==> src/rtl/shift_arb_pkg.sv <==
// Shared constants and types for the shift_rr_arbiter slice.
// The shifter word and amount widths are fixed by the shared shifter instance.
package shift_arb_pkg;

  localparam int SH_DATA_W = 8;
  localparam int SH_K_W    = 3;

  typedef enum logic {
    EMPTY = 1'b0,
    FULL  = 1'b1
  } state_e;

  // Id tag width; a single requester would still need a 1-bit tag.
  function automatic int id_width(input int n);
    return (n <= 1) ? 1 : $clog2(n);
  endfunction

endpackage

==> src/rtl/shift_rr_arbiter_rr_pick.sv <==
// Rotate-priority picker: returns the first set request at or after ptr,
// wrapping from N-1 back to 0.
module rr_pick #(
  parameter int N  = 4,
  parameter int IW = 2
) (
  input  logic [N-1:0]  req,
  input  logic [IW-1:0] ptr,
  output logic [IW-1:0] grant,
  output logic          any_grant
);

  int idx;

  // Walk from the farthest candidate towards ptr so the nearest one wins.
  always_comb begin
    grant     = '0;
    any_grant = 1'b0;
    idx       = 0;
    for (int o = N - 1; o >= 0; o--) begin
      idx = int'(ptr) + o;
      if (idx >= N) idx = idx - N;
      if (req[IW'(idx)]) begin
        grant     = IW'(idx);
        any_grant = 1'b1;
      end
    end
  end

endmodule

==> src/rtl/shift_rr_arbiter.sv <==
// Round-robin front end for one shared 8-bit funnel shifter with a tagged,
// one-entry result register. Optional statistics under SHIFT_ARB_STATS_EN.
//
// state | meaning
// EMPTY | output register holds no result
// FULL  | out_data/out_id valid, waiting for out_ready
module shift_rr_arbiter
  import shift_arb_pkg::*;
#(
  parameter int NUM_REQ = 4,
  parameter int ID_W    = id_width(NUM_REQ),
  parameter int STALL_W = 16
) (
  input  logic                          clk,
  input  logic                          rst_n,
  input  logic [NUM_REQ-1:0]            req_valid,
  output logic [NUM_REQ-1:0]            req_ready,
  input  logic [NUM_REQ*SH_DATA_W-1:0]  req_data,
  input  logic [NUM_REQ*SH_K_W-1:0]     req_k,
  input  logic [NUM_REQ-1:0]            req_left,
  output logic [SH_DATA_W-1:0]          sh_data_in,
  output logic [SH_K_W-1:0]             sh_k,
  output logic                          sh_left,
  input  logic [SH_DATA_W-1:0]          sh_data_out,
  output logic                          out_valid,
  input  logic                          out_ready,
  output logic [SH_DATA_W-1:0]          out_data,
  output logic [ID_W-1:0]               out_id
`ifdef SHIFT_ARB_STATS_EN
  ,
  output logic [NUM_REQ*STALL_W-1:0]    grant_cnt,
  output logic [STALL_W-1:0]            stall_cnt
`endif
);

  state_e                 state_q, state_d;
  logic [ID_W-1:0]        ptr_q, ptr_d;
  logic [SH_DATA_W-1:0]   out_data_q;
  logic [ID_W-1:0]        out_id_q;
  logic [ID_W-1:0]        grant, sel;
  logic                   any_grant, can_accept, accept;

  rr_pick #(.N(NUM_REQ), .IW(ID_W)) u_pick (
    .req       (req_valid),
    .ptr       (ptr_q),
    .grant     (grant),
    .any_grant (any_grant)
  );

  // rst_n gating keeps req_ready low for the whole reset window.
  assign can_accept = rst_n & ((state_q == EMPTY) | out_ready);
  assign accept     = can_accept & any_grant;
  assign sel        = any_grant ? grant : ptr_q;
  assign ptr_d      = (grant == ID_W'(NUM_REQ - 1)) ? '0 : grant + 1'b1;

  always_ff @(posedge clk or negedge rst_n) begin
    if (!rst_n) state_q <= EMPTY;
    else        state_q <= state_d;
  end

  always_comb begin
    state_d = state_q;
    case (state_q)
      EMPTY:   if (accept) state_d = FULL;
      FULL:    if (out_ready && !accept) state_d = EMPTY;
      default: state_d = EMPTY;
    endcase
  end

  always_comb begin
    req_ready  = '0;
    if (accept) req_ready[grant] = 1'b1;
    sh_data_in = req_data[sel*SH_DATA_W +: SH_DATA_W];
    sh_k       = req_k[sel*SH_K_W +: SH_K_W];
    sh_left    = req_left[sel];
    out_valid  = (state_q == FULL);
  end

  always_ff @(posedge clk or negedge rst_n) begin
    if (!rst_n) begin
      ptr_q      <= '0;
      out_data_q <= '0;
      out_id_q   <= '0;
    end else if (accept) begin
      ptr_q      <= ptr_d;
      out_data_q <= sh_data_out;
      out_id_q   <= grant;
    end
  end

  assign out_data = out_data_q;
  assign out_id   = out_id_q;

`ifdef SHIFT_ARB_STATS_EN
  logic [NUM_REQ-1:0][STALL_W-1:0] gcnt_q;
  logic [STALL_W-1:0]              stall_q;

  // Saturating counters: they stick at all-ones rather than wrap.
  always_ff @(posedge clk or negedge rst_n) begin
    if (!rst_n) begin
      gcnt_q  <= '0;
      stall_q <= '0;
    end else begin
      for (int i = 0; i < NUM_REQ; i++) begin
        if (accept && grant == ID_W'(i) && !(&gcnt_q[i]))
          gcnt_q[i] <= gcnt_q[i] + 1'b1;
      end
      if (state_q == FULL && !out_ready && !(&stall_q))
        stall_q <= stall_q + 1'b1;
    end
  end

  assign grant_cnt = gcnt_q;
  assign stall_cnt = stall_q;
`endif

endmodule

==> config.mk <==
export PLATFORM = sky130hd
export DESIGN_NAME = shift_rr_arbiter
export DESIGN_NICKNAME = d
export VERILOG_FILES = /design/src/rtl/shift_arb_pkg.sv /design/src/rtl/shift_rr_arbiter_rr_pick.sv /design/src/rtl/shift_rr_arbiter.sv
export SDC_FILE = /design/constraint.sdc
export NUM_CORES = 1
export LEC_CHECK = 0
export BUFFER_PORTS_ARGS = -buffer_cell sky130_fd_sc_hd__buf_4
export CAP_MARGIN = 5
export CELL_PAD_IN_SITES_DETAIL_PLACEMENT = 0
export CELL_PAD_IN_SITES_GLOBAL_PLACEMENT = 1
export CORE_ASPECT_RATIO = 0.5
export CORE_UTILIZATION = 26
export CTS_CLUSTER_DIAMETER = 50
export DETAILED_ROUTE_END_ITERATION = 12
export GPL_TIMING_DRIVEN = 0
export PLACE_DENSITY_LB_ADDON = 0.2
export SLEW_MARGIN = 20
export SYNTH_ARGS = -nofsm -noshare
export SYNTH_HDL_FRONTEND = slang
export SYNTH_HIERARCHICAL = 1
export SYNTH_SLANG_ARGS = --single-unit
export TNS_END_PERCENT = 30
==> constraint.sdc <==
create_clock -name clk -period 2.5 [get_ports clk]
set_input_delay 0.5 -clock clk [delete_from_list [all_inputs] [get_ports clk]]
set_output_delay 0.5 -clock clk [all_outputs]
set_load 0.05 [all_outputs]
== Yosys cells after proc, flatten, opt, wreduce, memory -nomap -nowiden ==
Cells that the tools add are included.
Word-level totals
  flip-flop bits (word level): 13
  bits of input ports: 63
  output and inout bits: 27
  word-level logic and storage cells: 68
Cells by class
  $add $sub $neg: 8
  multipliers: 1
  magnitude comparators: 11
  equal/unequal tests: 1
  shift operators: 2
  multiplexer cells: 34
  bitwise logic cells: 4
  reductions and logical operators: 3
Operator list (number)
  32-bit by 6-bit indexed part select with 8-bit output: 1
  2-bit two-way mux: 10
  2-bit by 4-bit < comparator with 1-bit output (second input constant): 4
  1-bit two-way mux: 16
  12-bit by 5-bit indexed part select with 3-bit output: 1
  1-bit binary-select mux with 2-bit select: 5
  3-bit greater-or-equal comparator (second input constant): 3
  2-bit by 1-bit subtractor with 2-bit output (second input constant): 4
  2-bit by 2-bit adder with 3-bit output (second input constant): 2
  2-bit by 3-bit < comparator with 1-bit output (second input constant): 2
  2-bit by 2-bit multiplier with 4-bit output (second input constant): 1
  4-bit two-way mux: 1
  2-bit by 1-bit adder with 3-bit output (second input constant): 1
  2-bit by 3-bit greater-or-equal comparator with 1-bit output (second input constant): 1
  2-bit by 1-bit adder with 2-bit output (second input constant): 1
  1-bit AND: 2
  1-bit demux with 2-bit select: 1
  2-bit equality test (second input constant): 1
  2-bit by 1-bit greater-or-equal comparator with 1-bit output (second input constant): 1
  1-bit logical AND: 2
  1-bit case mux with 2 select lines: 1
  1-bit logical NOT: 1
  1-bit inverter: 1
  1-bit OR: 1

== Depth between registers and ports, before layout ==
Gate-level depths: netlist (run 1).
  depth after elaboration: 15
  gate-level depth with buffers: 6
  gate-level depth less buffers: 6

== By module ==
Netlist (run 1), hierarchy kept.
By module, submodules not included
  shift_rr_arbiter: instances 1, cells an instance 58, area each 900.9 sq um
  rr_pick: instances 1, cells an instance 13, area each 77.6 sq um

== Least setup slack after synthesis (run 1) ==
OpenSTA, ideal clock, no wires.
  path kind: input port to output port
  from: in req_valid[3]
  to: out sh_data_in[1]
  data arrival time: 2003 ps
  data required time: 2000 ps
  setup slack: -3 ps
  stages on the path: 5
  cell sequence: nand2b_1 a211oi_1 nor2_1 mux2i_1 mux4_1
On the way
  longest elaborated chain between the ends: 9
Ends and longest elaborated chain
  from (decl): RTL line shift_rr_arbiter.sv:16  | input logic [NUM_REQ-1:0] req_valid,
  1-bit binary-select mux with 2-bit select: RTL line shift_rr_arbiter_rr_pick.sv:23  | if (req[IW'(idx)]) begin
  1-bit two-way mux (not written as such) (2 in a row): RTL line shift_rr_arbiter_rr_pick.sv:23
  2-bit two-way mux (3 in a row): RTL line shift_rr_arbiter_rr_pick.sv:23
  2-bit two-way mux *: RTL line shift_rr_arbiter_rr_pick.sv:23
  net grant[1]: RTL line shift_rr_arbiter.sv:40  | logic [ID_W-1:0] grant, sel;
  2-bit two-way mux *: RTL line shift_rr_arbiter.sv:53  | assign sel = any_grant ? grant : ptr_q;
  32-bit by 6-bit indexed part select with 8-bit output *: RTL line shift_rr_arbiter.sv:73  | sh_data_in = req_data[sel*SH_DATA_W +: SH_DATA_W];
  to (decl): RTL line shift_rr_arbiter.sv:21  | output logic [SH_DATA_W-1:0] sh_data_in,
Mark *: on every way through the listed nets, which the timed path passes. The rest lies on a longest branch. The select of a mux whose other input is x is not followed.

== Worst setup path after layout (run 1) ==
  from: reg ptr_q[1]
  to: out sh_k[2]
On the way
  longest elaborated chain between the ends: 13
Ends and longest elaborated chain
  from (decl): RTL line shift_rr_arbiter.sv:37  | logic [ID_W-1:0] ptr_q, ptr_d;
  from (signal assigned): RTL line shift_rr_arbiter.sv:85  | ptr_q <= ptr_d;
  2-bit by 2-bit adder with 3-bit output: RTL line shift_rr_arbiter_rr_pick.sv:21  | idx = int'(ptr) + o;
  3-bit greater-or-equal comparator / 2-bit by 1-bit subtractor with 2-bit output (equally long branches): RTL line shift_rr_arbiter_rr_pick.sv:22  | if (idx >= N) idx = idx - N;
  2-bit two-way mux: RTL line shift_rr_arbiter_rr_pick.sv:22
  1-bit binary-select mux with 2-bit select: RTL line shift_rr_arbiter_rr_pick.sv:23
  1-bit two-way mux (not written as such) (2 in a row): RTL line shift_rr_arbiter_rr_pick.sv:23
  2-bit two-way mux (3 in a row): RTL line shift_rr_arbiter_rr_pick.sv:23
  2-bit two-way mux *: RTL line shift_rr_arbiter_rr_pick.sv:23
  net grant[0]: RTL line shift_rr_arbiter.sv:40
  2-bit two-way mux *: RTL line shift_rr_arbiter.sv:53
  2-bit by 2-bit multiplier with 4-bit output *: RTL line shift_rr_arbiter.sv:74  | sh_k = req_k[sel*SH_K_W +: SH_K_W];
  12-bit by 5-bit indexed part select with 3-bit output *: RTL line shift_rr_arbiter.sv:74
  to (decl): RTL line shift_rr_arbiter.sv:22  | output logic [SH_K_W-1:0] sh_k,
Marks and branches as above.

==> impl_metrics.yaml, run 1 <==
status:
  status: "complete, but fails checks"
  failed_checks: "setup timing"
global_routing:
  gr-total-overflow: 0
  use_met1_pct: 18.4
  grt_pass1_vias: 980
  grt_util_met3_pct: 4.89
  antenna_found_initial: 0
  grt_max_degree: 15
  grt-busiest-layer: "met2"
  grt_usage_pct: 14.8
  grt_pass1_wl_um: 4500
  grtUsageMet2_pct: 26.2
place:
  io_buffers: 89
  dpl.hpwl_um: 2310
  dp.cells: 211
  placed_cell_area_um2: 1710
  place_congestion: 0.738
layout:
  finalInstanceArea_um2: 1930
  nNetsFinal: 238
  fin_cells: 221
  register_area_um2: 328
  fillers: 307
  syn_to_final_growth_pct: 97.1
  fin_util_pct: 54.9
  num_antenna_cells: 0
  drive_above_1_share_pct: 80.6
  multiInputGateArea_um2: 681
critical_path:
  critPathLaunchType: "register"
  critPathKind: "register to primary output"
  crit_chain: "nand2b_4 > a21oi_4 > a211oi_4 > mux2i_4 > buf_6 > mux4_2 > buf_8"
  crit_slowest_cell: "mux4_2"
  max_stage_delay_ps: 530
  cp.arrival_ps: 2140
  cp-end-kind: "primary output"
  cp_max_fo: 6
  required_ps: 2000
synthesis:
  yosys.area.top_type: "dfrtp_1"
  synth_area_leaders: "dfrtp_1 (33%), mux4_2 (21%), mux2_2 (14%)"
  yosysSeqAreaShare_pct: 33.2
  synth_edf_count: 0
  netlist_instances: 71
  synth_flop_cell: "dfrtp_1"
  synth_cell_types: 21
  yosysWarnings: 6
  synthDominantCellAreaShare_pct: 33.2
  syn_avg_cell_area_um2: 13.8
  yosys-top-cells-count: "dfrtp_1 (13), mux2_2 (12), mux4_2 (9)"
  synthArstFlopShare_pct: 100
  yosys.cell_count.top_type: "dfrtp_1"
  syn-num-nets: 138
  synth_seq_cells: 13
  syn_area_um2: 978
die:
  die_width_um: 88.8
  start_util_pct: 27.9
  rows: 15
  die_area_um2: 4030
  die_h_um: 45.4
  core_region_area_um2: 3510
  io_pins: 90
flow_run:
  max-cap-violations: 0
routing:
  drtAntennaViolNets: 0
  wl_um: 2880
  dr_total_vias: 976
  drcViolationCount: 0
  wl_per_cell_um: 13.0
  dr.pass1.iters: 4
  routed_via_density: 4.42
  drt_iter0_markers: 5
cts:
  h-tree-depth: 1
  cts_max_path_buffers: 2
  clk_pin_slew_ps: 50
  cts_tree: "yes"
  postCtsHoldBufs: 0
  cts_root_buf: "clkbuf_8"
  cts.sinks: 13
  clk_latency_ps: 240
  cts_buffers: 3
sta:
  fin_crit_ps: 2640
  rsz0062_at_grt: "true"
  report.final.slew_viol_count: 0
  fmax_mhz: 379
  hold_violations: 0
  setup_viol: 12
  finalWorstSetupSlack_ps: -140
  slew-limit-headroom_pct: 81.6
  period_share_pct: 106
  tightest_slew_ps: 276
  skew_ps: 2.83
pwr:
  p_leak_nw: 0.915
  p_per_area_nw_per_um2: 1040
  vdd_drop_max_v: 0.000418
worst_hold_path:
  hold_path.class: "input port to async pin"
cell usage in the layout (no fill, tap or decap):
cell type / count
nand2_2: 1
buf_4: 83
clkbuf_1: 1
a211oi_4: 1
nand2_1: 2
buf_6: 14
buf_8: 1
mux4_2: 12
nor2_2: 1
a21oi_4: 2
nor3b_1: 1
dfrtp_1: 11
clkbuf_8: 3
nand2b_4: 1
dfrtp_2: 2
mux2i_4: 3
ha_1: 4
and2_1: 4
a211oi_2: 1
mux2_2: 12
inv_1: 4
o21ai_0: 1
nand2b_1: 1
nor2_1: 4
state kept, by name (all words and copies together), names as in the netlist:
name	count
ptr_q	2
out_valid	1
out_id	2
out_data	8
per-stage QoR:
| step | hold slack, ps | TNS (ps) | setup WS [ps] | power [mW] |
|---|---|---|---|---|
| floorplan | 204 | 0 | 0.0533 | 1.22 |
| global placement | 356 | -3460 | -343 | 1.57 |
| detailed placement | 356 | -3660 | -344 | 1.58 |
| CTS | 93.4 | -1340 | -143 | 2.01 |
| global route | 99.4 | -2320 | -219 | 2.11 |
| finish | 97.2 | -1360 | -140 | 2.00 |
repair_timing:
item,in CTS,in global routing
cloned,1,0
endpoints found under the setup margin,12,16
pin swaps,3,0
gates resized for setup,32,2
setup buffers,5,0
logic make-up (layout without fill, tap and decap cells):
group	after synthesis	count (layout)	share of synthesized area, %
buffers and inverters	7	106	3.96
DFF	13	13	33.2
muxes	27	27	46.0
AOI/OAI and AO/OA	5	5	3.96
adders and majority gates	4	4	5.12
and+or+nand+nor	15	15	7.67
report_power, final:
part           total, mW  switching, mW  internal, mW
sequential         0.329         0.0594         0.270
clock              0.179         0.0668         0.112
combinational       1.49          0.822         0.668
layout make-up:
type	instances	share of cell area [%]
multi-input combinational	51	35.3
timing repair buffer	95	39.7
clock buffer	4	2.34
inverter	4	0.779
tap	51	3.31
buffer	3	1.56
sequential	13	17.0
worst paths after layout:
check	to	depth (start not counted)	from	slack [ps]
worst max-delay path	sh_k[2]	7	ptr_q[1]	-140
worst min-delay path	out_data[3]	1	rst_n	100
worst max register to register	ptr_q[1]	6	ptr_q[1]	670
worst min register to register	out_data[0]	1	out_data[0]	500
max in group asynchronous	ptr_q[0]	1	rst_n	2230
min in group clk	out_valid	2	out_ready	470
worst max-delay path: cells and delay by family (launching register included):
| kind | cells | cell delay [ps] |
|---|---|---|
| simple gates | 1 | 170 |
| compound gates | 2 | 200 |
| flops | 1 | 460 |
| mux | 2 | 740 |
| buf+inv | 2 | 340 |
routing by layer:
| metal | wire (µm) | vias up |
|---|---|---|
| met2 | 1420 | 49 |
| met1 | 1150 | 461 |
| met4 | 0 | 0 |
| met3 | 307 | 0 |
| met5 | 0 | - |
| li1 | - | 466 |
Note: power is estimated with default switching activity, not from simulation.
==> inputs of run 2 (changes only) <==
Settings changed: CORE_UTILIZATION 26 to 28.
Clock period 2.5 ns to 3.27 ns, I/O delays scaled along.
==> run 2 against run 1 <==
Against the previous run:
- the flow now finishes without violations
- wire length decreased by 11%
- non-clock buffer count shrank 6
- cell count down 7.7%
- design area decreased by 9.7%
- clock power shrank 24%
- sequential share of layout area grew 1.7 points
- hold slack better by 160 ps
- die area down 6.9%
- via count decreased by 3.0%
- register-to-register slack improved by 720 ps
- sequential power fell by 27%
- setup slack better by 320 ps
- highest routed layer unchanged
==> impl_metrics.yaml, run 2 (synthesized netlist as in run 1, its figures left out) <==
cts:
  cts_resized: 0
  postCtsHoldBufs: 0
  cts.sinks: 13
  cts_setup_buffers: 0
  h-tree-depth: 1
  cts_max_path_buffers: 2
  clk_latency_ps: 230
  clk_pin_slew_ps: 50
  cts_buffers: 3
  cts_tree: "yes"
  cts_root_buf: "clkbuf_8"
die:
  die_area_um2: 3750
  die_h_um: 43.8
  die_width_um: 85.6
  io_pins: 90
  rows: 14
  core_region_area_um2: 3150
  start_util_pct: 31.0
critical_path:
  critPathLaunchType: "input port"
  cp-end-kind: "primary output"
  timing.rr.start: "ptr_q[1]"
  cp.arrival_ps: 2440
  worstSetupStartpoint: "req_valid[3]"
  cp_max_fo: 10
  required_ps: 2620
  critPathKind: "input port to primary output"
status:
  status: "finished clean"
pwr:
  vdd_drop_max_v: 0.000427
  p_per_area_nw_per_um2: 761
  p_leak_nw: 0.872
flow_run:
  max-cap-violations: 0
sta:
  hold_violations: 0
  tightest_slew_ps: 484
  period_share_pct: 94.6
  slew-limit-headroom_pct: 67.7
  tns_ps: 0
  fin_crit_ps: 3090
  setup_viol: 0
  fmax_mhz: 323
  report.final.slew_viol_count: 0
  skew_ps: 2.76
  rsz0062_at_grt: "false"
place:
  place_congestion: 0.754
  io_buffers: 89
  dpl.hpwl_um: 2180
global_routing:
  grt_usage_pct: 13.2
  gr-total-overflow: 0
  antenna_found_initial: 0
  grt_pass1_wl_um: 4040
  grt_pass1_vias: 871
  grt_max_degree: 15
worst_hold_path:
  hold_path.class: "input port to async pin"
routing:
  dr.pass1.iters: 2
  drcViolationCount: 0
  dr_total_vias: 947
  routed_via_density: 4.64
  wl_per_cell_um: 12.5
  wl_um: 2550
  drtAntennaViolNets: 0
  drt_iter0_markers: 6
layout:
  final_common_cell: "buf_4"
  num_antenna_cells: 0
  final_cell_mix: "buf_4 (90), dfrtp_1 (13), mux2_2 (12)"
  syn_to_final_growth_pct: 78.0
  fin_util_pct: 55.2
  largest_reg_flops: 8
  drive_above_1_share_pct: 72.6
  nNetsFinal: 232
[run 2: cell type report]
class | count | area (µm²)
clock buffers | 4 | 45.0
well taps | 40 | 50.0
inverters | 4 | 15.0
repair buffers | 89 | 668
multi-input cells | 51 | 614
flip-flops and latches | 13 | 325
fillers | 300 | 1410
plain buffers | 3 | 23.8
[run 2: worst max-delay path, stage by stage]
cell	delay [ps]
buf_4	120
nand2b_1	130
a211oi_1	230
nor2_1	130
mux2i_1	310
buf_2	320
mux4_2	340
buf_4	210
[run 2: where the power goes]
part,leakage [nW],switching [mW],internal [mW]
Clock,0.0228,0.0506,0.0856
Sequential,0.152,0.0376,0.204
Combinational,0.697,0.572,0.376
Total,0.872,0.660,0.665
[run 2: per-layer routing]
layer | GRT usage (%) | vias up | wire [µm]
met5 | 0 | - | 0
met4 | 0 | 0 | 0
met3 | 2.67 | 0 | 225
met2 | 25.8 | 39 | 1280
met1 | 16.5 | 450 | 1040
li1 | - | 458 | -
[run 2: path summary, 6_finish.rpt]
| check | slack, ps | depth (start not counted) | end |
|---|---|---|---|
| hold / removal | 260 | 1 | out_data[7] |
| min in group clk | 510 | 1 | out_id[0] |
| hold reg to reg | 510 | 1 | out_id[0] |
| setup / recovery | 180 | 8 | sh_data_in[5] |
| max in group asynchronous | 2850 | 1 | out_id[1] |
| setup reg to reg | 1390 | 5 | ptr_q[1] |
[run 2: stage by stage]
step                      worst slack [ps]  std cells  power [mW]  instance area [µm²]  hold slack (ps)
after floorplan                        459         71       0.928                  978              358
after global placement                 156        200        1.20                 1700              494
after detailed placement               135        200        1.21                 1700              497
after CTS                              139        204        1.34                 1740              259
after global routing                  28.8        204        1.40                 1740              258
final                                  175        204        1.33                 1740              258
==> inputs of run 3 (changes only) <==
Settings changed: SETUP_SLACK_MARGIN from default to 0.3.
==> run 3 against run 2 <==
Against the previous run:
- global-route usage rose by 0.30 points
- clock skew about the same
- power grew 6.2%
- combinational power increased by 9%
- sequential power about the same
- critical path type unchanged
- critical endpoint is now sh_k[0]
- largest power group unchanged
- highest routed layer unchanged
==> impl_metrics.yaml, run 3 (synthesized netlist as in run 1, its figures left out) <==
status:
  status: "finished clean"
routing:
  dr_total_vias: 972
  routed_via_density: 4.65
  drtAntennaViolNets: 0
  wl_um: 2690
  wl_per_cell_um: 12.8
  drcViolationCount: 0
  drt_iter0_markers: 5
  dr.pass1.iters: 3
layout:
  final_common_cell: "buf_4"
  num_antenna_cells: 0
  final_cell_mix: "buf_4 (95), mux2_2 (12), dfrtp_1 (12)"
  finalInstanceArea_um2: 1820
  largest_reg_flops: 8
  nNetsFinal: 237
  drive_above_1_share_pct: 78.1
  syn_to_final_growth_pct: 85.9
global_routing:
  grt_pass1_wl_um: 4130
  gr-total-overflow: 0
  grt_pass1_vias: 894
  grt_max_degree: 15
  grt_usage_pct: 13.5
  antenna_found_initial: 0
place:
  place_congestion: 0.754
  placed_cell_area_um2: 1700
  io_buffers: 89
  dp_slack_ps: 135
  dpl.hpwl_um: 2180
sta:
  skew_ps: 2.42
  fin_crit_ps: 2880
  fmax_mhz: 348
  tns_ps: 0
  finalWorstSetupSlack_ps: 394
  hold_violations: 0
  report.final.slew_viol_count: 0
  period_share_pct: 87.9
  tightest_slew_ps: 381
  setup_viol: 0
  rsz0062_at_grt: "false"
  slew-limit-headroom_pct: 74.6
  whs_ps: 258
cts:
  cts_buffers: 3
  cts_tree: "yes"
  cts.sinks: 13
  clk_latency_ps: 230
  cts_root_buf: "clkbuf_8"
  h-tree-depth: 1
  postCtsHoldBufs: 0
  cts_max_path_buffers: 2
  clk_pin_slew_ps: 50
die:
  io_pins: 90
  core_region_area_um2: 3150
  die_h_um: 43.8
  die_width_um: 85.6
  rows: 14
  start_util_pct: 31.0
  die_area_um2: 3750
critical_path:
  cp-end-kind: "primary output"
  critPathLaunchType: "input port"
  cp_max_fo: 5
  critPathKind: "input port to primary output"
  cp.arrival_ps: 2220
  r2r_slack_ps: 1350
  required_ps: 2620
pwr:
  totalPowerFinal_mw: 1.41
  p_per_area_nw_per_um2: 773
  p_leak_nw: 0.893
  vdd_drop_max_v: 0.000424
worst_hold_path:
  hold_path.class: "input port to async pin"
flow_run:
  max-cap-violations: 0
[run 3: cell count changes in the layout (fill, tap and decap cells not counted), moves of 2 or more]
| cell | delta |
|---|---|
| nor2_1 | -3 |
| buf_4 | +5 |
| mux2i_4 | +2 |
| nor2_2 | +3 |
[run 3: what timing repair did]
| action | CTS | global route |
|---|---|---|
| endpoints found under the hold margin | 0 | 0 |
| gates cloned | 0 | 1 |
| pin swaps | 1 | 1 |
| gates resized for setup | 4 | 10 |
| endpoints found under the setup margin | 11 | 12 |
| buffers inserted | 2 | 2 |
[run 3: final cells by class]
type	count	area, µm²
repair buffers	94	706
plain buffers	3	30.0
flip-flops and latches	13	327
fillers	292	1330
multi-input cells	51	647
inverters	4	15.0
well taps	40	50.0
clock buffers	4	45.0
[run 3: metal layers]
| layer | GRT usage, % | part of all wire, % | vias to the layer above |
|---|---|---|---|
| li1 | - | - | 465 |
| met1 | 16.7 | 40 | 468 |
| met2 | 26.6 | 51 | 39 |
| met3 | 2.67 | 8.4 | 0 |
| met4 | 0 | 0 | 0 |
| met5 | 0 | 0 | - |
[run 3: worst paths after layout]
kind / startpoint / endpoint / cells past startpoint
setup / recovery: req_valid[1] / sh_k[0] / 7
hold / removal: rst_n / out_data[7] / 1
setup reg to reg: ptr_q[1] / ptr_q[1] / 7
hold reg to reg: out_id[0] / out_id[0] / 1
max in group asynchronous: rst_n / ptr_q[1] / 1
min in group clk: out_id[0] / out_id[0] / 1
[run 3: critical path: stages]
cell and delay (ps):
buf_4 120, nor2_2 160, nand2_2 150, mux2i_4 240
buf_4 200, mux4_2 500, buf_4 200
[run 3: report_power, final]
| part | total, mW | switching, mW | leakage, nW | internal [mW] |
|---|---|---|---|---|
| Sequential | 0.242 | 0.0374 | 0.151 | 0.205 |
| Combinational | 1.03 | 0.599 | 0.719 | 0.430 |
| Clock | 0.136 | 0.0502 | 0.0228 | 0.0856 |
| Total | 1.41 | 0.687 | 0.893 | 0.720 |
[run 3: stage by stage]
step | cells | util [%]
6_report | 209 | 57.7
4_1_cts | 206 | 56.2
3_5_place_dp | 200 | 53.8
5_1_grt | 209 | 57.7
2_1_floorplan | 71 | -
3_3_place_gp | 200 | 53.8
